### config.mk
export PLATFORM = sky130hd
export DESIGN_NAME = i2c_slave_intf_flat
export DESIGN_NICKNAME = d
export VERILOG_FILES = /design/src/rtl/i2c_slave_intf_pkg.sv /design/src/rtl/i2c_slave_intf_if.sv /design/src/rtl/i2c_bus_sync.sv /design/src/rtl/i2c_slave_intf.sv /design/src/flat_wrapper.sv
export SDC_FILE = /design/constraint.sdc
export NUM_CORES = 1
export LEC_CHECK = 0
export CORE_MARGIN = 2
export CORE_UTILIZATION = 35
export DETAILED_ROUTE_END_ITERATION = 10
export PLACE_DENSITY = 0.54
export SETUP_SLACK_MARGIN = 0.15
export SLEW_MARGIN = 15
export SYNTH_ARGS = -nofsm -noshare
export SYNTH_HDL_FRONTEND = slang
export SYNTH_HIERARCHICAL = 1
export SYNTH_SLANG_ARGS = --single-unit
### constraint.sdc
create_clock -name clk -period 3.3 [get_ports clk]
set_clock_uncertainty 0.1 [all_clocks]
set_input_delay 0.33 -clock clk [delete_from_list [all_inputs] [get_ports clk]]
set_output_delay 0.33 -clock clk [all_outputs]
set_load 0.03 [all_outputs]
### src/rtl/i2c_slave_intf_pkg.sv
// Shared definitions for the I2C target endpoint: FSM encoding and known addresses.
package i2c_slave_intf_pkg;

    // Default 7-bit address of the AHT10 humidity/temperature sensor.
    localparam logic [6:0] AHT10_ADDR = 7'h38;

    // One-hot state encoding, one bit per protocol phase.
    typedef enum logic [7:0] {
        ST_IDLE     = 8'b0000_0001,
        ST_ADDR     = 8'b0000_0010,
        ST_ADDR_ACK = 8'b0000_0100,
        ST_WR_DATA  = 8'b0000_1000,
        ST_WR_ACK   = 8'b0001_0000,
        ST_RD_DATA  = 8'b0010_0000,
        ST_RD_ACK   = 8'b0100_0000,
        ST_IGNORE   = 8'b1000_0000
    } state_e;

endpackage

### src/rtl/i2c_slave_intf_if.sv
// Bus-side and byte-stream signals of the I2C target, bundled for port lists.
interface i2c_slave_intf_if;

    logic       i2c_scl;
    logic       i2c_sda_i;
    logic       i2c_sda_o;
    logic       i2c_sda_oe;
    logic [7:0] rx_data;
    logic       rx_valid;
    logic       tx_req;
    logic [7:0] tx_data;
    logic       addr_hit;
    logic       rw;
    logic       stop_det;
    logic       busy;

    // The target endpoint itself.
    modport slave (
        input  i2c_scl, i2c_sda_i, tx_data,
        output i2c_sda_o, i2c_sda_oe, rx_data, rx_valid, tx_req,
               addr_hit, rw, stop_det, busy
    );

    // Whatever drives the bus and consumes the byte stream.
    modport master (
        output i2c_scl, i2c_sda_i, tx_data,
        input  i2c_sda_o, i2c_sda_oe, rx_data, rx_valid, tx_req,
               addr_hit, rw, stop_det, busy
    );

endinterface

### src/rtl/i2c_bus_sync.sv
// Synchronises SCL/SDA into the clk domain and derives edge and bus-condition strobes.
module i2c_bus_sync #(
    parameter int SYNC_STAGES = 2  // must be at least 2
) (
    input  logic clk,
    input  logic rst,
    input  logic scl,
    input  logic sda,
    output logic sda_lvl,
    output logic scl_rise,
    output logic scl_fall,
    output logic start_det,
    output logic stop_det_raw
);

    logic [SYNC_STAGES-1:0] scl_sync;
    logic [SYNC_STAGES-1:0] sda_sync;
    logic                   scl_s;
    logic                   sda_s;
    logic                   scl_d;
    logic                   sda_d;

    assign scl_s = scl_sync[SYNC_STAGES-1];
    assign sda_s = sda_sync[SYNC_STAGES-1];

    // Synchroniser chains plus one delayed copy for edge detection.
    // NOTE: the chains reset to 1 (idle bus level) so leaving reset never looks like an SCL/SDA edge.
    always_ff @(posedge clk or posedge rst) begin
        if (rst) begin
            scl_sync <= '1;
            sda_sync <= '1;
            scl_d    <= 1'b1;
            sda_d    <= 1'b1;
        end else begin
            scl_sync <= {scl_sync[SYNC_STAGES-2:0], scl};
            sda_sync <= {sda_sync[SYNC_STAGES-2:0], sda};
            scl_d    <= scl_s;
            sda_d    <= sda_s;
        end
    end

    assign sda_lvl      = sda_s;
    assign scl_rise     =  scl_s & ~scl_d;
    assign scl_fall     = ~scl_s &  scl_d;
    // SDA moving while SCL is stably high is a bus condition, not data.
    assign start_det    = scl_s & scl_d &  sda_d & ~sda_s;
    assign stop_det_raw = scl_s & scl_d & ~sda_d &  sda_s;

endmodule

### src/rtl/i2c_slave_intf.sv
// I2C target endpoint: address match, byte-stream write path, request-driven read path.
module i2c_slave_intf
    import i2c_slave_intf_pkg::*;
#(
    parameter logic [6:0] SLAVE_ADDR  = AHT10_ADDR,
    parameter int          SYNC_STAGES = 2
) (
    input  logic            clk,
    input  logic            rst,
    i2c_slave_intf_if.slave bus
);

    logic sda_lvl;
    logic scl_rise;
    logic scl_fall;
    logic start_det;
    logic stop_det_raw;

    i2c_bus_sync #(.SYNC_STAGES(SYNC_STAGES)) u_sync (
        .clk          (clk),
        .rst          (rst),
        .scl          (bus.i2c_scl),
        .sda          (bus.i2c_sda_i),
        .sda_lvl      (sda_lvl),
        .scl_rise     (scl_rise),
        .scl_fall     (scl_fall),
        .start_det    (start_det),
        .stop_det_raw (stop_det_raw)
    );

    state_e     state_q,     state_d;
    logic [7:0] shift_q,     shift_d;
    logic [2:0] bit_cnt_q,   bit_cnt_d;
    logic       byte_done_q, byte_done_d;  // 8th rise (or ACK rise) seen, waiting for its fall
    logic       sda_oe_q,    sda_oe_d;
    logic       rw_q,        rw_d;
    logic       busy_q,      busy_d;
    logic [7:0] rx_data_q,   rx_data_d;
    logic       rx_valid_q,  rx_valid_d;
    logic       addr_hit_q,  addr_hit_d;
    logic       stop_det_q,  stop_det_d;
    logic       tx_req;
    logic [7:0] shift_in;

    assign shift_in = {shift_q[6:0], sda_lvl};

    // State and datapath registers.
    // NOTE: sequential state uses non-blocking assignments so every flop samples pre-edge values.
    always_ff @(posedge clk or posedge rst) begin
        if (rst) begin
            state_q     <= ST_IDLE;
            shift_q     <= '0;
            bit_cnt_q   <= '0;
            byte_done_q <= 1'b0;
            sda_oe_q    <= 1'b0;
            rw_q        <= 1'b0;
            busy_q      <= 1'b0;
            rx_data_q   <= '0;
            rx_valid_q  <= 1'b0;
            addr_hit_q  <= 1'b0;
            stop_det_q  <= 1'b0;
        end else begin
            state_q     <= state_d;
            shift_q     <= shift_d;
            bit_cnt_q   <= bit_cnt_d;
            byte_done_q <= byte_done_d;
            sda_oe_q    <= sda_oe_d;
            rw_q        <= rw_d;
            busy_q      <= busy_d;
            rx_data_q   <= rx_data_d;
            rx_valid_q  <= rx_valid_d;
            addr_hit_q  <= addr_hit_d;
            stop_det_q  <= stop_det_d;
        end
    end

    // Next-state and next-datapath logic; bus conditions override SCL edges.
    // NOTE: every output of this block is defaulted first, so no path can infer a latch.
    always_comb begin
        state_d     = state_q;
        shift_d     = shift_q;
        bit_cnt_d   = bit_cnt_q;
        byte_done_d = byte_done_q;
        sda_oe_d    = sda_oe_q;
        rw_d        = rw_q;
        busy_d      = busy_q;
        rx_data_d   = rx_data_q;
        rx_valid_d  = 1'b0;
        addr_hit_d  = 1'b0;
        stop_det_d  = 1'b0;
        tx_req      = 1'b0;

        if (stop_det_raw) begin
            state_d     = ST_IDLE;
            sda_oe_d    = 1'b0;
            busy_d      = 1'b0;
            stop_det_d  = busy_q;
            bit_cnt_d   = '0;
            byte_done_d = 1'b0;
        end else if (start_det) begin
            // Repeated START keeps busy until the new address is judged.
            state_d     = ST_ADDR;
            sda_oe_d    = 1'b0;
            bit_cnt_d   = '0;
            byte_done_d = 1'b0;
        end else begin
            unique case (state_q)
                ST_IDLE: ;

                ST_ADDR: begin
                    if (scl_rise && !byte_done_q) begin
                        shift_d   = shift_in;
                        bit_cnt_d = bit_cnt_q + 3'd1;
                        if (bit_cnt_q == 3'd7) begin
                            if (shift_in[7:1] == SLAVE_ADDR) begin
                                addr_hit_d  = 1'b1;
                                rw_d        = shift_in[0];
                                busy_d      = 1'b1;
                                byte_done_d = 1'b1;
                            end else begin
                                state_d = ST_IGNORE;
                                busy_d  = 1'b0;
                            end
                        end
                    end else if (scl_fall && byte_done_q) begin
                        sda_oe_d    = 1'b1;
                        byte_done_d = 1'b0;
                        state_d     = ST_ADDR_ACK;
                    end
                end

                ST_ADDR_ACK: begin
                    if (scl_fall) begin
                        sda_oe_d = 1'b0;
                        if (!rw_q) begin
                            state_d = ST_WR_DATA;
                        end else begin
                            tx_req   = 1'b1;
                            shift_d  = bus.tx_data;
                            sda_oe_d = ~bus.tx_data[7];
                            state_d  = ST_RD_DATA;
                        end
                    end
                end

                ST_WR_DATA: begin
                    if (scl_rise && !byte_done_q) begin
                        shift_d   = shift_in;
                        bit_cnt_d = bit_cnt_q + 3'd1;
                        if (bit_cnt_q == 3'd7) begin
                            rx_data_d   = shift_in;
                            rx_valid_d  = 1'b1;
                            byte_done_d = 1'b1;
                        end
                    end else if (scl_fall && byte_done_q) begin
                        sda_oe_d    = 1'b1;
                        byte_done_d = 1'b0;
                        state_d     = ST_WR_ACK;
                    end
                end

                ST_WR_ACK: begin
                    if (scl_fall) begin
                        sda_oe_d = 1'b0;
                        state_d  = ST_WR_DATA;
                    end
                end

                ST_RD_DATA: begin
                    if (scl_rise && !byte_done_q) begin
                        bit_cnt_d = bit_cnt_q + 3'd1;
                        if (bit_cnt_q == 3'd7) begin
                            byte_done_d = 1'b1;
                        end
                    end else if (scl_fall) begin
                        if (byte_done_q) begin
                            sda_oe_d    = 1'b0;
                            byte_done_d = 1'b0;
                            state_d     = ST_RD_ACK;
                        end else begin
                            shift_d  = {shift_q[6:0], 1'b0};
                            sda_oe_d = ~shift_q[6];
                        end
                    end
                end

                ST_RD_ACK: begin
                    if (scl_rise && !byte_done_q) begin
                        if (sda_lvl) begin
                            state_d = ST_IGNORE;
                        end else begin
                            byte_done_d = 1'b1;
                        end
                    end else if (scl_fall && byte_done_q) begin
                        byte_done_d = 1'b0;
                        tx_req      = 1'b1;
                        shift_d     = bus.tx_data;
                        sda_oe_d    = ~bus.tx_data[7];
                        state_d     = ST_RD_DATA;
                    end
                end

                ST_IGNORE: ;

                default: begin
                    state_d  = ST_IDLE;
                    sda_oe_d = 1'b0;
                end
            endcase
        end
    end

    assign bus.i2c_sda_o  = 1'b0;
    assign bus.i2c_sda_oe = sda_oe_q;
    assign bus.rx_data    = rx_data_q;
    assign bus.rx_valid   = rx_valid_q;
    assign bus.tx_req     = tx_req;
    assign bus.addr_hit   = addr_hit_q;
    assign bus.rw         = rw_q;
    assign bus.stop_det   = stop_det_q;
    assign bus.busy       = busy_q;

endmodule
### src/flat_wrapper.sv
// flat-port wrapper written by rule: the top's interface ports become plain ports
module i2c_slave_intf_flat import i2c_slave_intf_pkg::*;
#(
    parameter logic [6:0] SLAVE_ADDR  = AHT10_ADDR,
    parameter int          SYNC_STAGES = 2
)
  (clk, rst, bus_i2c_scl, bus_i2c_sda_i, bus_tx_data, bus_i2c_sda_o, bus_i2c_sda_oe, bus_rx_data, bus_rx_valid, bus_tx_req, bus_addr_hit, bus_rw, bus_stop_det, bus_busy);
  i2c_slave_intf_if bus_i ();
  input  logic clk;
  input  logic rst;
  input wire logic [$bits(bus_i.i2c_scl)-1:0] bus_i2c_scl;
  input wire logic [$bits(bus_i.i2c_sda_i)-1:0] bus_i2c_sda_i;
  input wire logic [$bits(bus_i.tx_data)-1:0] bus_tx_data;
  output wire logic [$bits(bus_i.i2c_sda_o)-1:0] bus_i2c_sda_o;
  output wire logic [$bits(bus_i.i2c_sda_oe)-1:0] bus_i2c_sda_oe;
  output wire logic [$bits(bus_i.rx_data)-1:0] bus_rx_data;
  output wire logic [$bits(bus_i.rx_valid)-1:0] bus_rx_valid;
  output wire logic [$bits(bus_i.tx_req)-1:0] bus_tx_req;
  output wire logic [$bits(bus_i.addr_hit)-1:0] bus_addr_hit;
  output wire logic [$bits(bus_i.rw)-1:0] bus_rw;
  output wire logic [$bits(bus_i.stop_det)-1:0] bus_stop_det;
  output wire logic [$bits(bus_i.busy)-1:0] bus_busy;
  assign bus_i.i2c_scl = bus_i2c_scl;
  assign bus_i.i2c_sda_i = bus_i2c_sda_i;
  assign bus_i.tx_data = bus_tx_data;
  assign bus_i2c_sda_o = bus_i.i2c_sda_o;
  assign bus_i2c_sda_oe = bus_i.i2c_sda_oe;
  assign bus_rx_data = bus_i.rx_data;
  assign bus_rx_valid = bus_i.rx_valid;
  assign bus_tx_req = bus_i.tx_req;
  assign bus_addr_hit = bus_i.addr_hit;
  assign bus_rw = bus_i.rw;
  assign bus_stop_det = bus_i.stop_det;
  assign bus_busy = bus_i.busy;
  i2c_slave_intf #(.SLAVE_ADDR(SLAVE_ADDR), .SYNC_STAGES(SYNC_STAGES)) u_core (.clk(clk), .rst(rst), .bus(bus_i));
endmodule
==> Word level (Yosys, flattened, before mapping) <==
Index checks and enable logic that the tools add are counted.
{ "classes": {"addsub": 1, "eq_ne": 39, "muxes": 80, "bitwise": 15, "n_reduce_logical": 21} }
{ "ops": {"columns": ["operator", "count"], "rows": [
  ["8-bit two-way mux", 16],
  ["7-bit two-way mux", 8],
  ["8-bit case mux with 7 select lines", 1],
  ["1-bit two-way mux", 46],
  ["4-bit by 1-bit != test with 1-bit output (second input constant)", 7],
  ["7-bit case mux with 4 select lines", 1],
  ["5-bit by 3-bit != test with 1-bit output (second input constant)", 4],
  ["4-bit by 2-bit != test with 1-bit output (second input constant)", 4],
  ["5-bit by 1-bit != test with 1-bit output (second input constant)", 3],
  ["13-bit AND reduction", 1],
  ["3-bit two-way mux", 4],
  ["11-bit AND reduction", 1],
  ["2-bit by 1-bit != test with 1-bit output (second input constant)", 5],
  ["5-bit AND reduction", 2],
  ["9-bit AND reduction", 1],
  ["8-bit by 1-bit == test with 1-bit output (second input constant)", 1],
  ["8-bit by 2-bit == test with 1-bit output (second input constant)", 1],
  ["8-bit by 3-bit == test with 1-bit output (second input constant)", 1],
  ["8-bit by 4-bit == test with 1-bit output (second input constant)", 1],
  ["8-bit by 5-bit == test with 1-bit output (second input constant)", 1],
  ["8-bit by 6-bit == test with 1-bit output (second input constant)", 1],
  ["8-bit by 7-bit == test with 1-bit output (second input constant)", 1],
  ["8-bit == test (second input constant)", 1],
  ["2-bit != test (second input constant)", 4],
  ["22 further kinds", 40]
]} }
{ "totals": {"reg_bits": 39, "word_cells": 171} }

==> Logic depth before layout (Yosys ltp) <==
Gate-level depths: netlist (run 1).
{ "depth": {"word_depth": 8, "ltp_mapped": 8, "mapped_depth_nobuf": 7} }

==> Cells and area by module <==
Netlist (run 1), hierarchy kept.
{ "modules_own_cells": {"columns": ["module", "instances", "cells_each", "area_per_inst_um2", "seq_area_each_um2"], "rows": [
  ["i2c_slave_intf", 1, 186, 1955.6, 827.0],
  ["i2c_bus_sync", 1, 11, 193.9, 157.7]
]} }

==> Least setup slack after synthesis (run 1) <==
OpenSTA, ideal clock, no wires.
{ "synth_timing": {"path_kind": "register to register", "start": "register u_core.u_sync.sda_sync[1]", "end": "register u_core.state_q[2]", "setup_time_ns": 0.125, "t_arrival_ns": 2.291, "required_ns": 3.075, "setup_slack_ns": 0.784, "stages_incl_launch_ff": 7, "n_path_buf": 0, "period_less_slack_ns": 2.516, "cell_sequence": "dfstp_2 -> and4b_1 -> or2_2 -> o41ai_1 -> nor4_4 -> o311ai_4 -> mux2_4"} }
{ "synth_between": {"elab_chain_len": 4, "word_cells_on_any_way": 19} }
{ "synth_lines": {"columns": ["item", "line", "source"], "rows": [
  ["from (decl)", "i2c_bus_sync.sv:17", "logic [SYNC_STAGES-1:0] sda_sync;"],
  ["from (signal assigned)", "i2c_bus_sync.sv:36", "sda_sync <= {sda_sync[SYNC_STAGES-2:0], sda};"],
  ["1-bit NOT (*)", "i2c_bus_sync.sv:46", "assign start_det = scl_s & scl_d & sda_d & ~sda_s;"],
  ["1-bit AND (*)", "i2c_bus_sync.sv:46", null],
  ["named net u_core.start_det", "i2c_slave_intf.sv:16", "logic start_det;"],
  ["5-bit by 1-bit != test with 1-bit output (no source line), or another cell as far along", null, null],
  ["13-bit AND reduction (no source line) / 8-bit two-way mux (equally long branches)", null, null],
  ["to (signal assigned)", "i2c_slave_intf.sv:63", "state_q <= state_d;"],
  ["to (decl)", "i2c_slave_intf.sv:31", "state_e state_q, state_d;"]
]} }
Mark *: on every way through the listed nets, which the timed path passes. The rest lies on a longest branch.
A chain may end at the register's enable or synchronous reset.

==> Worst setup path in the final report (run 1) <==
{ "layout_timing": {"start": "register u_core.state_q[1]", "end": "output bus_tx_req"} }
{ "layout_between": {"elab_chain_len": 4, "word_cells_on_any_way": 5} }
{ "layout_lines": {"columns": ["item", "line", "source"], "rows": [
  ["8-bit by 7-bit == test with 1-bit output / 8-bit by 3-bit == test with 1-bit output (equally long branches)", "i2c_slave_intf.sv:107", "unique case (state_q)"],
  ["1-bit case mux with 2 select lines (*)", "i2c_slave_intf.sv:107", null],
  ["1-bit two-way mux (*)", "i2c_slave_intf.sv:100", "end else if (start_det) begin"],
  ["1-bit two-way mux (*)", "i2c_slave_intf.sv:93", "if (stop_det_raw) begin"],
  ["to (decl)", "flat_wrapper.sv:18", "output wire logic [$bits(bus_i.tx_req)-1:0] bus_tx_req;"]
]} }
Every way passes the cells marked *; elsewhere a longest branch is shown, timed or not.

==> results of run 1 <==
[cell families (layout without fill, tap and decap cells)]
family | Yosys count | after routing | share of synthesized area [%]
muxes | 30 | 30 | 16.2
other | 1 | 1 | 0.174
buffers and inverters | 15 | 44 | 3.38
AOI/OAI and AO/OA | 31 | 31 | 10.6
adders and majority gates | 2 | 2 | 1.16
xor gates and xnor gates | 4 | 4 | 1.63
DFF | 39 | 39 | 45.8
and+or+nand+nor | 75 | 75 | 21.1
[routing by layer]
metal  GRT usage [%]  vias to the layer above
li1                -                      768
met5               0                        -
met1            20.8                      761
met3            3.15                        5
met2            25.6                       40
met4            4.50                        0
[worst max path at each step]
stage / slack, ps / endpoint
floorplan: 780 / u_core/state_q[2]
global placement: 590 / u_core/state_q[7]
detailed placement: 520 / u_core/state_q[2]
CTS: 310 / bus_tx_req
global route: 180 / bus_tx_req
finish: 340 / bus_tx_req
[power breakdown]
| group | switching, mW | total, mW | internal (mW) | leakage [nW] |
|---|---|---|---|---|
| Sequential | 0.0799 | 0.614 | 0.535 | 0.513 |
| Clock | 0.182 | 0.333 | 0.151 | 0.0408 |
| Combinational | 0.162 | 0.331 | 0.169 | 0.580 |
[synth_stat cells, drive strengths merged, types with 4 or more instances]
cell type and n:
dfrtp 32, nor2 19, buf 5, a21oi 7, nor2b 5, dfstp 7, nor3 9, nand2 15
inv 7, nand3 6, mux2i 4, o21ai 7, mux2 26
[registers in the layout, indices dropped and copies added, names as in the netlist]
register,flops
u_core/bus.rx_valid,1
u_core/bus.rx_data,8
u_core/bus.rw,1
u_core/u_sync/scl_d,1
u_core/u_sync/sda_d,1
u_core/bus.addr_hit,1
u_core/byte_done_q,1
u_core/state_q,8
u_core/bus.stop_det,1
u_core/shift_q,7
u_core/bus.i2c_sda_oe,1
u_core/bus.busy,1
u_core/u_sync/scl_sync,2
u_core/u_sync/sda_sync,2
u_core/bit_cnt_q,3
[area by class of cell]
| class | instances | area share (%) |
|---|---|---|
| multi-input combinational | 143 | 42.5 |
| sequential | 39 | 38.3 |
| tap | 75 | 3.65 |
| clock buffer | 5 | 2.68 |
| clock inverter | 3 | 0.924 |
| inverter | 7 | 1.02 |
| timing repair buffer | 29 | 11.0 |
[worst register-to-register path, cell delays in order, from the launching register on]
cell	delay (ps)
dfstp_2	570
and4b_1	220
or2_2	440
o41ai_1	690
nor4_4	140
o311ai_4	180
mux2_4	340
[metrics by stage]
step                worst slack, ps  instances
floorplan                       784        197
global route                    181        301
CTS                             314        301
detailed placement              521        293
global placement                595        293
finish                          335        301
==> results.json, run 1 <==
{
  "status": "finished clean",
  "layout_commonest_cell": "dfrtp_1",
  "drcViolationCount": 0,
  "slowest_delay_ps": 690,
  "synth-seq-area-share_pct": 45.8,
  "cts_sinks": 39,
  "h-tree-depth": 2,
  "crit_path_top_delay_cell": "clkdlybuf4s50_1",
  "netlist_area_sq_um": 2150,
  "cts_resized": 0,
  "cts_setup_buffers": 0,
  "finalCritPeriodShare_pct": 89.8,
  "synth_area_leaders": "dfrtp_1 (37%), mux2_2 (11%), dfstp_2 (8.6%)",
  "async_flop_share_pct": 100,
  "worstPathCellList": "nor4_1, and3_1, nand2_1, a21oi_1, clkdlybuf4s50_1",
  "clock.fmax_ghz": 0.337,
  "io_buffers": 26,
  "power_mw": 1.28,
  "synth_edf_count": 0,
  "yosys.area.top_type": "dfrtp_1",
  "post-route-util_pct": 43.4,
  "power_density_nw_per_um2": 497,
  "fillerInstances": 576,
  "hold_path_class": "register to register",
  "viasPerCell": 5.23,
  "drt-total-wl_um": 4700,
  "crit_type": "register to output pin",
  "rows": 28,
  "finalCriticalPeriod_ps": 2960,
  "io_pins": 28,
  "rsz0062_at_grt": "no",
  "antenna_cells": 0,
  "met3_wirelength_um": 254,
  "clk_pin_slew_ps": 80,
  "hold_viol": 0,
  "slew_headroom_pct": 55.3,
  "setup_viol": 0,
  "syn_area_per_cell_sq_um": 10.9,
  "syn_nets": 211,
  "arrival_ps": 2530,
  "ys_warn_count": 6,
  "netlist_instances": 197,
  "ir_drop_uv": 239,
  "dieArea_sq_um": 6780,
  "cts.path.max_buffers": 2,
  "m1WireLength_um": 2170,
  "initial_utilization_pct": 36.3,
  "dieWidth_um": 82.4,
  "min_path_cells": 0,
  "p_leak_nw": 1.13,
  "cp-start-kind": "register",
  "ys_ff_latch": 39,
  "worstPathRequired_ps": 2870,
  "grtUsageTotal_pct": 15.6,
  "cts_inserted_buffers": 5,
  "hold_start": "u_core/u_sync/sda_sync[0]",
  "cp-end-kind": "output pin",
  "final-seq-area_sq_um": 985,
  "worstMarginPinSlew_ps": 662,
  "die_h_um": 82.4,
  "whs_ps": 261,
  "critPathLaunch": "u_core/state_q[1]",
  "cts_tree": "built",
  "path_max_fanout": 6,
  "yosysUniqueCellTypes": 55,
  "holdPathEnd": "u_core/u_sync/sda_sync[1]",
  "r2r_end": "u_core/state_q[7]",
  "most-common-layout-cells": "dfrtp_1 (32), clkdlybuf4s50_1 (26), mux2_2 (21)",
  "routed-wl-met2_um": 2210,
  "synthFlopType": "dfrtp_1",
  "grt_pass1_wl_um": 7970,
  "hold_buffers": 0,
  "root_buffer": "clkbuf_8",
  "rr_worst_depth": 6,
  "antenna_found_initial": 0,
  "grt-ovfl-total": 0,
  "path_buf_inv": 1,
  "synth_top_area_share_pct": 37.3,
  "avgRoutedWirePerCell_um": 15.6,
  "multi_input_area_sq_um": 1090,
  "max-cap-violations": 0,
  "slew_viol_final": 0,
  "drive_above_1_share_pct": 24.3,
  "gp_congestion": 0.895,
  "reg2reg_from": "u_core/u_sync/sda_sync[1]",
  "firstDrtPassIters": 4,
  "grt_pass1_vias": 1592,
  "place_hpwl_um": 3420,
  "fin_area_sq_um": 2570,
  "setup-tns-final_ps": 0,
  "drt_iter0_markers": 72,
  "nets": 239,
  "ant_nets": 0,
  "syn_to_final_growth_pct": 19.7,
  "crit_family": "simple AND/OR/NAND/NOR gates",
  "clk_latency_ps": 300,
  "cp.depth": 5,
  "coreArea_sq_um": 5920,
  "vias": 1574,
  "postPlaceCellArea_sq_um": 2480,
  "top_layer_used": "met4",
  "r2r_slack_ps": 510,
  "grt_max_degree": 34
}
Note: power is estimated with default switching activity, not from simulation.
==> run 2: changes to the inputs <==
--- a/config.mk
+++ b/config.mk
@@ -6,9 +6,9 @@
 export NUM_CORES = 1
 export LEC_CHECK = 0
 export CORE_MARGIN = 2
-export CORE_UTILIZATION = 35
+export CORE_UTILIZATION = 40
 export DETAILED_ROUTE_END_ITERATION = 10
-export PLACE_DENSITY = 0.54
+export PLACE_DENSITY = 0.6
 export SETUP_SLACK_MARGIN = 0.15
 export SLEW_MARGIN = 15
 export SYNTH_ARGS = -nofsm -noshare
==> constraint.sdc (replaced) <==
create_clock -name clk -period 2.9 [get_ports clk]
set_clock_uncertainty 0.1 [all_clocks]
set_input_delay 0.29 -clock clk [delete_from_list [all_inputs] [get_ports clk]]
set_output_delay 0.29 -clock clk [all_outputs]
set_load 0.03 [all_outputs]
==> run 2 against run 1 <==
  * First-iteration DRC count rose by 61%
  * Non-clock buffer count increased by 5
  * Critical path depth rose by 2
  * Final cell count did not move
  * Core utilization is 7.4 points higher
  * Via count up 2.9%
  * Global-route usage up 1.2 points
  * Flip-flop and latch count did not move
  * Total power is 15% higher
  * Register-to-register slack worse by 110 ps
  * Final area increased by 1.5%
  * Critical path type is now register to register
  * Highest routed layer unchanged
==> results.json, run 2 (same netlist as run 1, synthesis figures left out) <==
{
  "grt_pass1_vias": 1568,
  "cts_inserted_buffers": 5,
  "pwr-share-seq_pct": 47.4,
  "switching_power_mw": 0.489,
  "cts_tree": "built",
  "grt_pass1_wl_um": 7940,
  "routed-wl-met2_um": 2140,
  "io_pins": 28,
  "rsz0062_at_grt": "no",
  "h-tree-depth": 2,
  "coreArea_sq_um": 5140,
  "hold_path_class": "register to register",
  "top_layer_used": "met4",
  "cts_sinks": 39,
  "cp-start-kind": "register",
  "gp_congestion": 0.924,
  "place_hpwl_um": 3420,
  "slew_viol_final": 0,
  "fillerInstances": 503,
  "hold_viol": 0,
  "antenna_found_initial": 0,
  "intPower_mw": 0.987,
  "ant_nets": 0,
  "clock.fmax_ghz": 0.399,
  "hold_buffers": 0,
  "antenna_cells": 0,
  "power.switching_fraction_pct": 33.1,
  "finalCriticalPeriod_ps": 2500,
  "drive_above_1_share_pct": 26.8,
  "initial_utilization_pct": 41.8,
  "crit_type": "register to register",
  "vias": 1619,
  "post-route-util_pct": 50.8,
  "drt-total-wl_um": 4740,
  "grt-ovfl-total": 0,
  "max-cap-violations": 0,
  "worstPathRequired_ps": 2980,
  "grtUsageTotal_pct": 16.8,
  "met3_wirelength_um": 277,
  "die_h_um": 77.3,
  "drcViolationCount": 0,
  "hold_start": "u_core/u_sync/scl_sync[0]",
  "drt_iter0_markers": 116,
  "nets": 244,
  "reg2reg_from": "u_core/u_sync/sda_sync[1]",
  "p_comb_share_pct": 27.5,
  "cp-end-kind": "register",
  "finalNonFillerCells": 301,
  "clk_latency_ps": 300,
  "clk_pin_slew_ps": 80,
  "placed_cells": 293,
  "layout_commonest_cell": "dfrtp_1",
  "clock_power_share_pct": 25.1,
  "ir_drop_uv": 314,
  "avgRoutedWirePerCell_um": 15.7,
  "status": "finished clean",
  "path_max_fanout": 6,
  "root_buffer": "clkbuf_8",
  "finalCritPeriodShare_pct": 86.4,
  "viasPerCell": 5.38,
  "firstDrtPassIters": 4,
  "most-common-layout-cells": "dfrtp_1 (32), clkdlybuf4s50_1 (25), mux2_2 (21)",
  "syn_to_final_growth_pct": 21.5,
  "grt_max_degree": 34,
  "power_density_nw_per_um2": 565,
  "dieWidth_um": 77.3,
  "arrival_ps": 2580,
  "critPathLaunch": "u_core/u_sync/sda_sync[1]",
  "rows": 26,
  "p_leak_nw": 1.18,
  "io_buffers": 26,
  "setup-tns-final_ps": 0,
  "cts.path.max_buffers": 2,
  "setup_viol": 0,
  "dieArea_sq_um": 5980,
  "m1WireLength_um": 2250
}
[run 2: routing by layer]
| layer | global-route usage, % | vias up |
|---|---|---|
| li1 | - | 776 |
| met1 | 23.9 | 780 |
| met2 | 25.0 | 56 |
| met3 | 3.76 | 7 |
| met4 | 6.25 | 0 |
| met5 | 0 | - |
[run 2: cell type report]
class	instances	area, sq um	area share (%)
repair buffers	34	323	12.4
well taps	70	87.6	3.35
clock inverters	3	20.0	0.767
inverters	7	26.3	1.01
multi-input cells	143	1100	42.2
flip-flops and latches	39	985	37.7
clock buffers	5	68.8	2.64
[run 2: power groups by stage]
| stage | sequential (mW) | combinational [mW] | clock (mW) |
|---|---|---|---|
| after detailed placement | 0.708 | 0.402 | 0 |
| final | 0.700 | 0.406 | 0.371 |
| after global routing | 0.711 | 0.446 | 0.415 |
| after CTS | 0.698 | 0.408 | 0.389 |
| after global placement | 0.708 | 0.402 | 0 |
| after floorplan | 0.662 | 0.339 | 0 |
[run 2: worst max-delay path: stages, from the launching register on]
cell and delay, ps:
dfstp_2 570, and4b_1 240, or2_2 360, o41ai_1 370, buf_4 190, nor4_4 60, o311ai_4 170, mux2_4 340
[run 2: path summary, 6_finish.rpt]
check / end / slack, ps / cells after the start
worst max-delay path: u_core/state_q[2] / 400 / 7
worst min-delay path: u_core/u_sync/scl_sync[1] / 260 / 0
worst max register to register: u_core/state_q[2] / 400 / 7
worst min register to register: u_core/u_sync/scl_sync[1] / 260 / 0
max in group asynchronous: u_core/state_q[0] / 2040 / 3
min in group asynchronous: u_core/bus.rx_data[3] / 310 / 3
[run 2: stage by stage]
step / hold slack, ps / power, mW / setup WS [ps] / cell area [sq um]
floorplan: 189 / 1.00 / 384 / 2150
global placement: 247 / 1.11 / 380 / 2510
detailed placement: 247 / 1.11 / 412 / 2510
CTS: 259 / 1.49 / 159 / 2610
global route: 267 / 1.57 / 252 / 2610
finish: 258 / 1.48 / 395 / 2610
[run 2: repair_timing]
item	4_1_cts	5_1_grt
resized for setup	2	1
cloned	0	0
endpoints found under the setup margin	1	1
setup buffers	0	0
==> run 3: changes to the inputs <==
--- a/config.mk
+++ b/config.mk
@@ -5,12 +5,11 @@
 export SDC_FILE = /design/constraint.sdc
 export NUM_CORES = 1
 export LEC_CHECK = 0
-export CORE_MARGIN = 2
+export CORE_MARGIN = 4
 export CORE_UTILIZATION = 40
 export DETAILED_ROUTE_END_ITERATION = 10
 export PLACE_DENSITY = 0.6
 export SETUP_SLACK_MARGIN = 0.15
-export SLEW_MARGIN = 15
 export SYNTH_ARGS = -nofsm -noshare
 export SYNTH_HDL_FRONTEND = slang
 export SYNTH_HIERARCHICAL = 1
==> run 3 against run 2 <==
  * Combinational power barely moved
  * Clock power rose by 27%
  * Die area rose by 11%
==> results.json, run 3 (same netlist as run 1, synthesis figures left out) <==
{
  "max-cap-violations": 0,
  "place_hpwl_um": 3530,
  "slew_viol_final": 0,
  "clk_pin_slew_ps": 80,
  "drcViolationCount": 0,
  "cts_setup_buffers": 0,
  "dieArea_sq_um": 6610,
  "gp_congestion": 0.940,
  "path_max_fanout": 6,
  "initial_utilization_pct": 41.6,
  "slew_headroom_pct": 65.9,
  "drive_above_1_share_pct": 26.5,
  "die_h_um": 81.3,
  "min_path_cells": 0,
  "crit_type": "register to register",
  "root_buffer": "clkbuf_8",
  "viasPerCell": 5.45,
  "drt-total-wl_um": 4910,
  "hold_buffers": 0,
  "placed_cells": 292,
  "worstPathCellList": "and4b_1, or2_2, o41ai_1, buf_4, nor4_4, o311ai_4, mux2_4",
  "p_leak_nw": 1.18,
  "intPower_mw": 1.10,
  "cp-start-kind": "register",
  "arrival_ps": 2640,
  "finalNonFillerCells": 300,
  "worstPathRequired_ps": 2980,
  "coreArea_sq_um": 5170,
  "cts_sinks": 39,
  "cts.path.max_buffers": 2,
  "grt_pass1_vias": 1739,
  "drt_iter0_markers": 102,
  "vias": 1634,
  "io_pins": 28,
  "hold_path_class": "register to register",
  "status": "finished clean",
  "crit_path_top_delay_cell": "dfstp_2",
  "slowest_delay_ps": 580,
  "grt_max_degree": 34,
  "clock.fmax_ghz": 0.391,
  "holdPathEnd": "u_core/u_sync/sda_sync[1]",
  "hold_start": "u_core/u_sync/sda_sync[0]",
  "power_density_nw_per_um2": 600,
  "cts_inserted_buffers": 5,
  "ant_nets": 0,
  "finalCritPeriodShare_pct": 88.2,
  "rows": 26,
  "finalCriticalPeriod_ps": 2560,
  "cts_tree": "built",
  "r2r_end": "u_core/state_q[5]",
  "hold_viol": 0,
  "switching_power_mw": 0.481,
  "r2r_slack_ps": 340,
  "reg2reg_from": "u_core/u_sync/sda_sync[1]",
  "cp-end-kind": "register",
  "rsz0062_at_grt": "no",
  "clk_latency_ps": 290,
  "setup_viol": 0,
  "antenna_cells": 0,
  "antenna_found_initial": 0,
  "grt-ovfl-total": 0,
  "nets": 243,
  "worstMarginPinSlew_ps": 510,
  "firstDrtPassIters": 5,
  "dieWidth_um": 81.3,
  "rr_worst_depth": 7,
  "power_mw": 1.58,
  "io_buffers": 26,
  "grt_pass1_wl_um": 8220,
  "avgRoutedWirePerCell_um": 16.4,
  "ir_drop_uv": 334,
  "h-tree-depth": 2,
  "p_comb_share_pct": 25.8,
  "power.switching_fraction_pct": 30.5,
  "setup-tns-final_ps": 0,
  "pwr-share-seq_pct": 44.3,
  "syn_to_final_growth_pct": 22.3,
  "most-common-layout-cells": "dfrtp_1 (32), clkdlybuf4s50_1 (25), mux2_2 (21)",
  "grtUsageTotal_pct": 16.2,
  "clock_power_share_pct": 29.9,
  "layout_commonest_cell": "dfrtp_1"
}
run 3: changes by cell type in the layout (fill, tap and decap cells not counted), sizes merged:
| cell | change |
|---|---|
| bufinv | +1 |
| clkinvlp | -2 |
| dlygate4sd2 | +1 |
| buf | -1 |
| dlymetal6s2s | -1 |
| clkbuf | +1 |
run 3: routing by layer:
layer | routed length (um) | GRT usage (%) | part of all wire (%) | up-vias
met5 | 0 | 0 | 0 | -
met4 | 67 | 5.41 | 1.4 | 0
met3 | 305 | 2.88 | 6.2 | 12
met2 | 2300 | 26.1 | 47 | 59
met1 | 2240 | 22.0 | 46 | 788
li1 | - | - | - | 775
run 3: per-stage QoR:
| step | hold slack [ps] | instance area [sq um] | setup WS [ps] | util [%] |
|---|---|---|---|---|
| after global routing | 266 | 2630 | 158 | 50.8 |
| after global placement | 246 | 2500 | 347 | 48.4 |
| after CTS | 260 | 2630 | 353 | 50.8 |
| final | 259 | 2630 | 341 | 50.8 |
| after detailed placement | 248 | 2500 | 353 | 48.4 |
| after floorplan | 189 | 2150 | 384 | - |
run 3: layout make-up:
class	count	area (sq um)
Inverter	7	26.3
Tap cell	70	87.6
Multi-Input combinational cell	143	1100
Clock inverter	2	35.0
Fill cell	472	2540
Sequential cell	39	985
Clock buffer	6	82.6
Timing Repair Buffer	33	312
run 3: how the worst max path moves through the flow:
stage,end,startpoint,slack (ps),depth (start not counted)
global route,u_core/state_q[6],u_core/u_sync/sda_sync[1],160,7
finish,u_core/state_q[5],u_core/u_sync/sda_sync[1],340,7
detailed placement,u_core/state_q[5],u_core/u_sync/sda_sync[1],350,8
global placement,u_core/state_q[7],u_core/u_sync/sda_sync[1],350,8
floorplan,u_core/state_q[2],u_core/u_sync/sda_sync[1],380,6
CTS,u_core/state_q[5],u_core/u_sync/sda_sync[1],350,7
run 3: what timing repair did:
| action | in CTS | in global routing |
|---|---|---|
| setup endpoints to repair | 1 | 0 |
| hold endpoints to repair | 0 | 0 |
| gates resized for setup | 3 | 0 |
run 3: critical path: cells and delay by family (launching register included):
kind / cells / cell delay, ps
AOI/OAI and AO/OA: 2 / 570
buffers and inverters: 1 / 200
DFF: 1 / 580
muxes: 1 / 340
and+or+nand+nor: 3 / 650
run 3: power by group through the flow:
stage	clock network, mW	registers [mW]	logic (mW)
floorplan	0	0.662	0.339
global placement	0	0.706	0.399
detailed placement	0	0.708	0.401
CTS	0.483	0.698	0.407
global route	0.501	0.711	0.446
finish	0.471	0.699	0.408
==> RTL change 1, RTL diff (flow settings as in run 3) <==
The 8 states of `state_e` get a binary encoding in 3 bits. Comments in the files are not updated.
--- a/src/rtl/i2c_slave_intf_pkg.sv
+++ b/src/rtl/i2c_slave_intf_pkg.sv
@@ -7,11 +7,11 @@
     // One-hot state encoding, one bit per protocol phase.
-    typedef enum logic [7:0] {
-        ST_IDLE     = 8'b0000_0001,
-        ST_ADDR     = 8'b0000_0010,
-        ST_ADDR_ACK = 8'b0000_0100,
-        ST_WR_DATA  = 8'b0000_1000,
-        ST_WR_ACK   = 8'b0001_0000,
-        ST_RD_DATA  = 8'b0010_0000,
-        ST_RD_ACK   = 8'b0100_0000,
-        ST_IGNORE   = 8'b1000_0000
+    typedef enum logic [2:0] {
+        ST_IDLE     = 3'd0,
+        ST_ADDR     = 3'd1,
+        ST_ADDR_ACK = 3'd2,
+        ST_WR_DATA  = 3'd3,
+        ST_WR_ACK   = 3'd4,
+        ST_RD_DATA  = 3'd5,
+        ST_RD_ACK   = 3'd6,
+        ST_IGNORE   = 3'd7
     } state_e;
Check against the original RTL: same outputs for any inputs over 10 cycles, from zero or initial values and one cycle with rst high; not proved beyond that.
==> RTL change 1 against run 3 <==
- critical path depth down 1
- sequential cell count down 5
- synthesized area is 12% lower
- global-route usage is 0.17 points higher
- cell area down 13%
- core utilization up 0.16 points
- sequential share of layout area increased by 0.17 points
- routed wire length down 6.2%
- critical path type unchanged
- largest cell class unchanged
- setup slack improved by 0.29 ns
- synthesized cell count decreased by 1.0%
Power is not compared: it rests on default switching activity, and its combinational part moved more than twofold at a synthesized area within 25%.
==> RTL change 1: results (changes against run 3) <==
{| class="wikitable"
! Metric !! Value
|-
| Wl on met1 || 2.07 mm (-7.8%)
|-
| Number of multi-input combinational cells || 141 (-1.4%)
|-
| Largest incremental delay on the critical path || 0.55 ns (-0.03 ns)
|-
| Total number of H-tree levels || 2 (unchanged)
|-
| Iteration count of the initial detailed-routing pass || 4 (-1)
|-
| Total die area || 0.00589 mm² (-11%)
|-
| Leakage power of the design || 0.00100 µW
|-
| Post-detailed-route via-to-cell ratio || 5.70 (+4.7%)
|-
| Wire length of the first global-routing pass || 7.76 mm (-5.6%)
|-
| Estimated wirelength of the detail-placed design || 3.42 mm (-2.9%)
|-
| Dominant cells by area after synthesis || sky130_fd_sc_hd__dfrtp_1 (37%), sky130_fd_sc_hd__dfstp_2 (8.3%), sky130_fd_sc_hd__mux2i_1 (4.8%)
|-
| Register-to-Register Path Depth || 6 (-1)
|-
| Maximum number of pins on one net before global-route repair || 24 (-29%)
|-
| Portion of the post-synthesis area used by sequential elements || 0.454 (-0.00379)
|-
| Outcome || finished clean
|-
| Critical path fanouts, max || 14 (+8)
|-
| Arrival @ worst endpoint || 2.31 ns (-0.33 ns)
|-
| Flop-to-flop setup slack || 0.63 ns (+0.29 ns)
|-
| Share of post-route cells with drive strength above 1 || 0.149 (-0.116)
|-
| Global placer's final weighted congestion || 0.904 (-3.8%)
|-
| Fillers || 421 (-11%)
|-
| Met2 routed wirelength || 2.28 mm (-0.83%)
|-
| Met2 Use GR || 0.267 (+0.00596)
|-
| Place WS || 0.490 ns (+0.137 ns)
|-
| Critical path capture point || u_core/shift_q[3]
|-
| Seq_cells || 34 (-13%)
|-
| Slew @ Worst Pin || 0.701 ns (+0.191 ns)
|-
| Resized Gates After CTS || 0 (-3)
|-
| Register Area || 858 µm² (-13%)
|-
| Clock buffers and inverters, area share || 0.0417 (-0.00305)
|-
| Number of signal-net buffers in the layout || 31 (-6.1%)
|-
| HP Class || input port to async pin
|-
| Placed cell areas || 0.00218 mm² (-13%)
|-
| Yosys cell types || 49 (-11%)
|-
| Met3 layer wire length in the routed design || 201 µm (-34%)
|}
-- RTL change 1: cell types whose count changed after synthesis, sizes merged, moves of 4 or more --
cell,change
nor2,-7
nand2b,+4
mux2i,+5
o21ai,+4
buf,+6
mux2,-18
nor2b,+4
dfrtp,-4
nand2,+6
-- RTL change 1: per-stage QoR --
step | hold slack (ns) | util
6_report | 0.211 | 0.510
3_3_place_gp | 0.249 | 0.487
3_5_place_dp | 0.250 | 0.487
5_1_grt | 0.226 | 0.510
2_1_floorplan | 0.189 | -
4_1_cts | 0.219 | 0.509
-- RTL change 1: cells by family after synthesis --
group           after synthesis  synth area share
buf+inv                      20            0.0517
compound gates               44             0.158
simple gates                 76             0.221
flops                        34             0.454
other cells                   1           0.00198
mux                          17            0.0954
fa+ha+maj                     2            0.0132
xor+xnor                      1           0.00464
==> RTL change 2, RTL diff (config.mk and constraints of run 3) <==
Without the edit above. `SYNC_STAGES` is set to 2 in 3 places; all go to 4.
--- a/src/rtl/i2c_bus_sync.sv
+++ b/src/rtl/i2c_bus_sync.sv
@@ -2,3 +2,3 @@
 module i2c_bus_sync #(
-    parameter int SYNC_STAGES = 2  // must be at least 2
+    parameter int SYNC_STAGES = 4  // must be at least 2
 ) (
--- a/src/rtl/i2c_slave_intf.sv
+++ b/src/rtl/i2c_slave_intf.sv
@@ -5,3 +5,3 @@
     parameter logic [6:0] SLAVE_ADDR  = AHT10_ADDR,
-    parameter int          SYNC_STAGES = 2
+    parameter int          SYNC_STAGES = 4
 ) (
--- a/src/flat_wrapper.sv
+++ b/src/flat_wrapper.sv
@@ -4,3 +4,3 @@
     parameter logic [6:0] SLAVE_ADDR  = AHT10_ADDR,
-    parameter int          SYNC_STAGES = 2
+    parameter int          SYNC_STAGES = 4
 )
Check against the original RTL: same outputs for any inputs over 10 cycles, from zero or initial values and one cycle with rst high; that may be too few to reach the edited logic, so the function may still have changed.
==> RTL change 2 against run 3 <==
- setup slack better by 0.040 ns
- power up 6.3%
- cell area up 3.9%
- critical path depth unchanged
- routed wire length down 0.94%
- cell count up 2.0%
- sequential cell count up 4
- synthesized area up 4.9%
- largest power group unchanged
==> RTL change 2: results (changes against run 3) <==
{| class="wikitable"
! Metric !! Value
|-
| Yosys cell types || 55 (unchanged)
|-
| Clock-pin slew of the registers on the worst-case setup and hold paths || 0.08 ns (about the same)
|-
| Place WS || 0.342 ns (-0.0112 ns)
|-
| Buffers added on ports || 26 (unchanged)
|-
| Largest delay share family, worst path || simple AND/OR/NAND/NOR gates
|-
| Dominant cells by area after synthesis || sky130_fd_sc_hd__dfrtp_1 (36%), sky130_fd_sc_hd__dfstp_2 (13%), sky130_fd_sc_hd__mux2_2 (10%)
|-
| Most common library cells after synthesis || sky130_fd_sc_hd__dfrtp_1 (32), sky130_fd_sc_hd__mux2_2 (21), sky130_fd_sc_hd__nor2_1 (19), sky130_fd_sc_hd__nand2_1 (14), sky130_fd_sc_hd__dfstp_2 (11)
|-
| Leakage power of the design || 0.00122 µW (+3.3%)
|-
| Total wire length || 4.87 mm (-0.94%)
|-
| Iteration count of the initial detailed-routing pass || 4 (-1)
|-
| CTS root buffer || sky130_fd_sc_hd__clkbuf_8
|-
| Critical path fanouts, max || 6 (unchanged)
|-
| Placed cell areas || 0.00261 mm² (+4.3%)
|-
| Peak ir drop on the vdd network || 0.294 mV (-12%)
|-
| Standard cell with the maximum stage delay on the critical path || sky130_fd_sc_hd__dfstp_2
|-
| Maximum number of pins on one net before global-route repair || 34 (unchanged)
|-
| Number of nets in the layout || 247 (+1.6%)
|-
| Asr flop ratio synth || 1.00 (unchanged)
|-
| Longest Clk Path Bufs || 2 (unchanged)
|-
| Post-CTS Repair Setup Buffers || 0 (unchanged)
|-
| Antenna fix cells || 0 (unchanged)
|-
| Share of post-route cells with drive strength above 1 || 0.278 (+0.0126)
|-
| WS Path Type || register to register
|-
| Flop-to-flop setup slack || 0.38 ns (+0.04 ns)
|-
| Detailed router's first-iteration violation count || 79 (-23%)
|-
| Initial antenna violation count || 0 (unchanged)
|-
| Clock buffers created by TritonCTS || 5 (unchanged)
|-
| Largest incremental delay on the critical path || 0.57 ns
|-
| Detailed-route via count || 1632 (-0.12%)
|-
| Critical path capture point || u_core/state_q[5]
|-
| Estimated wirelength of the detail-placed design || 3.48 mm (-1.3%)
|-
| HP Class || register to register
|-
| Total number of H-tree levels || 2 (unchanged)
|-
| Final period util || 0.869 (-0.0138)
|-
| Mapped Nets || 215 (+1.9%)
|-
| Aggregate global-route resource usage || 0.149 (-0.0133)
|-
| Resized Gates After CTS || 3 (unchanged)
|-
| Wire length of the first global-routing pass || 8.41 mm (+2.3%)
|-
| Clock latency on the worst-skew pair || 0.29 ns (about the same)
|-
| Via count of the first global-routing pass || 1659 (-4.6%)
|-
| R2r startpoint || u_core/u_sync/scl_sync[3]
|-
| Arrival @ worst endpoint || 2.60 ns (-0.04 ns)
|-
| Synth Warn # || 6 (unchanged)
|-
| Outcome || finished clean
|-
| Global placer's final weighted congestion || 0.891 (-5.2%)
|-
| Portion of the post-synthesis area used by sequential elements || 0.483 (+0.0253)
|-
| Register-to-Register Path Depth || 7 (unchanged)
|}
[RTL change 2: cell count changes after synthesis]
cell | before | now
sky130_fd_sc_hd__dfstp_2 | 7 | 11
[RTL change 2: kinds of logic after synthesis]
group	share of synthesized area
AND/OR/NAND/NOR	0.201
XOR/XNOR	0.0155
other	0.00166
buffers and inverters	0.0322
flip-flops	0.483
multiplexers	0.154
AO/OA/AOI/OAI	0.101
adder cells (fa/ha/maj)	0.0111
[RTL change 2: worst reg2reg max path, stage by stage (launching register included)]
cell and delay, ns:
sky130_fd_sc_hd__dfstp_2 0.57, sky130_fd_sc_hd__nor2b_1 0.30, sky130_fd_sc_hd__nand2b_1 0.20, sky130_fd_sc_hd__nand2_1 0.18
sky130_fd_sc_hd__a221oi_2 0.07, sky130_fd_sc_hd__nor4_4 0.40, sky130_fd_sc_hd__o311ai_4 0.24, sky130_fd_sc_hd__mux2_4 0.34
[RTL change 2: worst min-delay path by stage]
stage / startpoint / to / slack, ns / depth (start not counted)
3_5_place_dp: u_core/u_sync/sda_sync[0] / u_core/u_sync/sda_sync[1] / 0.25 / 0
4_1_cts: u_core/u_sync/sda_sync[0] / u_core/u_sync/sda_sync[1] / 0.26 / 0
3_3_place_gp: u_core/u_sync/sda_sync[0] / u_core/u_sync/sda_sync[1] / 0.25 / 0
2_1_floorplan: bus_i2c_scl / u_core/u_sync/scl_sync[0] / 0.19 / 0
5_1_grt: u_core/u_sync/sda_sync[0] / u_core/u_sync/sda_sync[1] / 0.26 / 0
6_report: u_core/u_sync/sda_sync[0] / u_core/u_sync/sda_sync[1] / 0.26 / 0
[RTL change 2: cell type report]
class	instances	area, µm²
Timing Repair Buffer	33	312
Inverter	7	26.3
Tap cell	72	90.1
Multi-Input combinational cell	143	1100
Sequential cell	43	1090
Clock inverter	3	43.8
Fill cell	524	2740
Clock buffer	5	68.8
[RTL change 2: stage by stage]
stage                     hold WS [ns]  power [µW]  instances
final                            0.258        1680        306
after global routing             0.262        1780        306
after CTS                        0.260        1700        306
after detailed placement         0.247        1220        298
after global placement           0.245        1210        298
after floorplan                  0.194        1110        201
[RTL change 2: layer usage]
metal	track usage	wire length, µm	part of all wire	vias up
li1	-	-	-	782
met1	0.209	2350	0.48	786
met2	0.232	2220	0.46	53
met3	0.0308	211	0.043	11
met4	0.0446	87	0.018	0
met5	0	0	0	-
[RTL change 2: power by group]
part           internal [µW]  switching, µW  total (µW)
logic                    221            200         421
registers                685            105         789
clock network            256            210         467
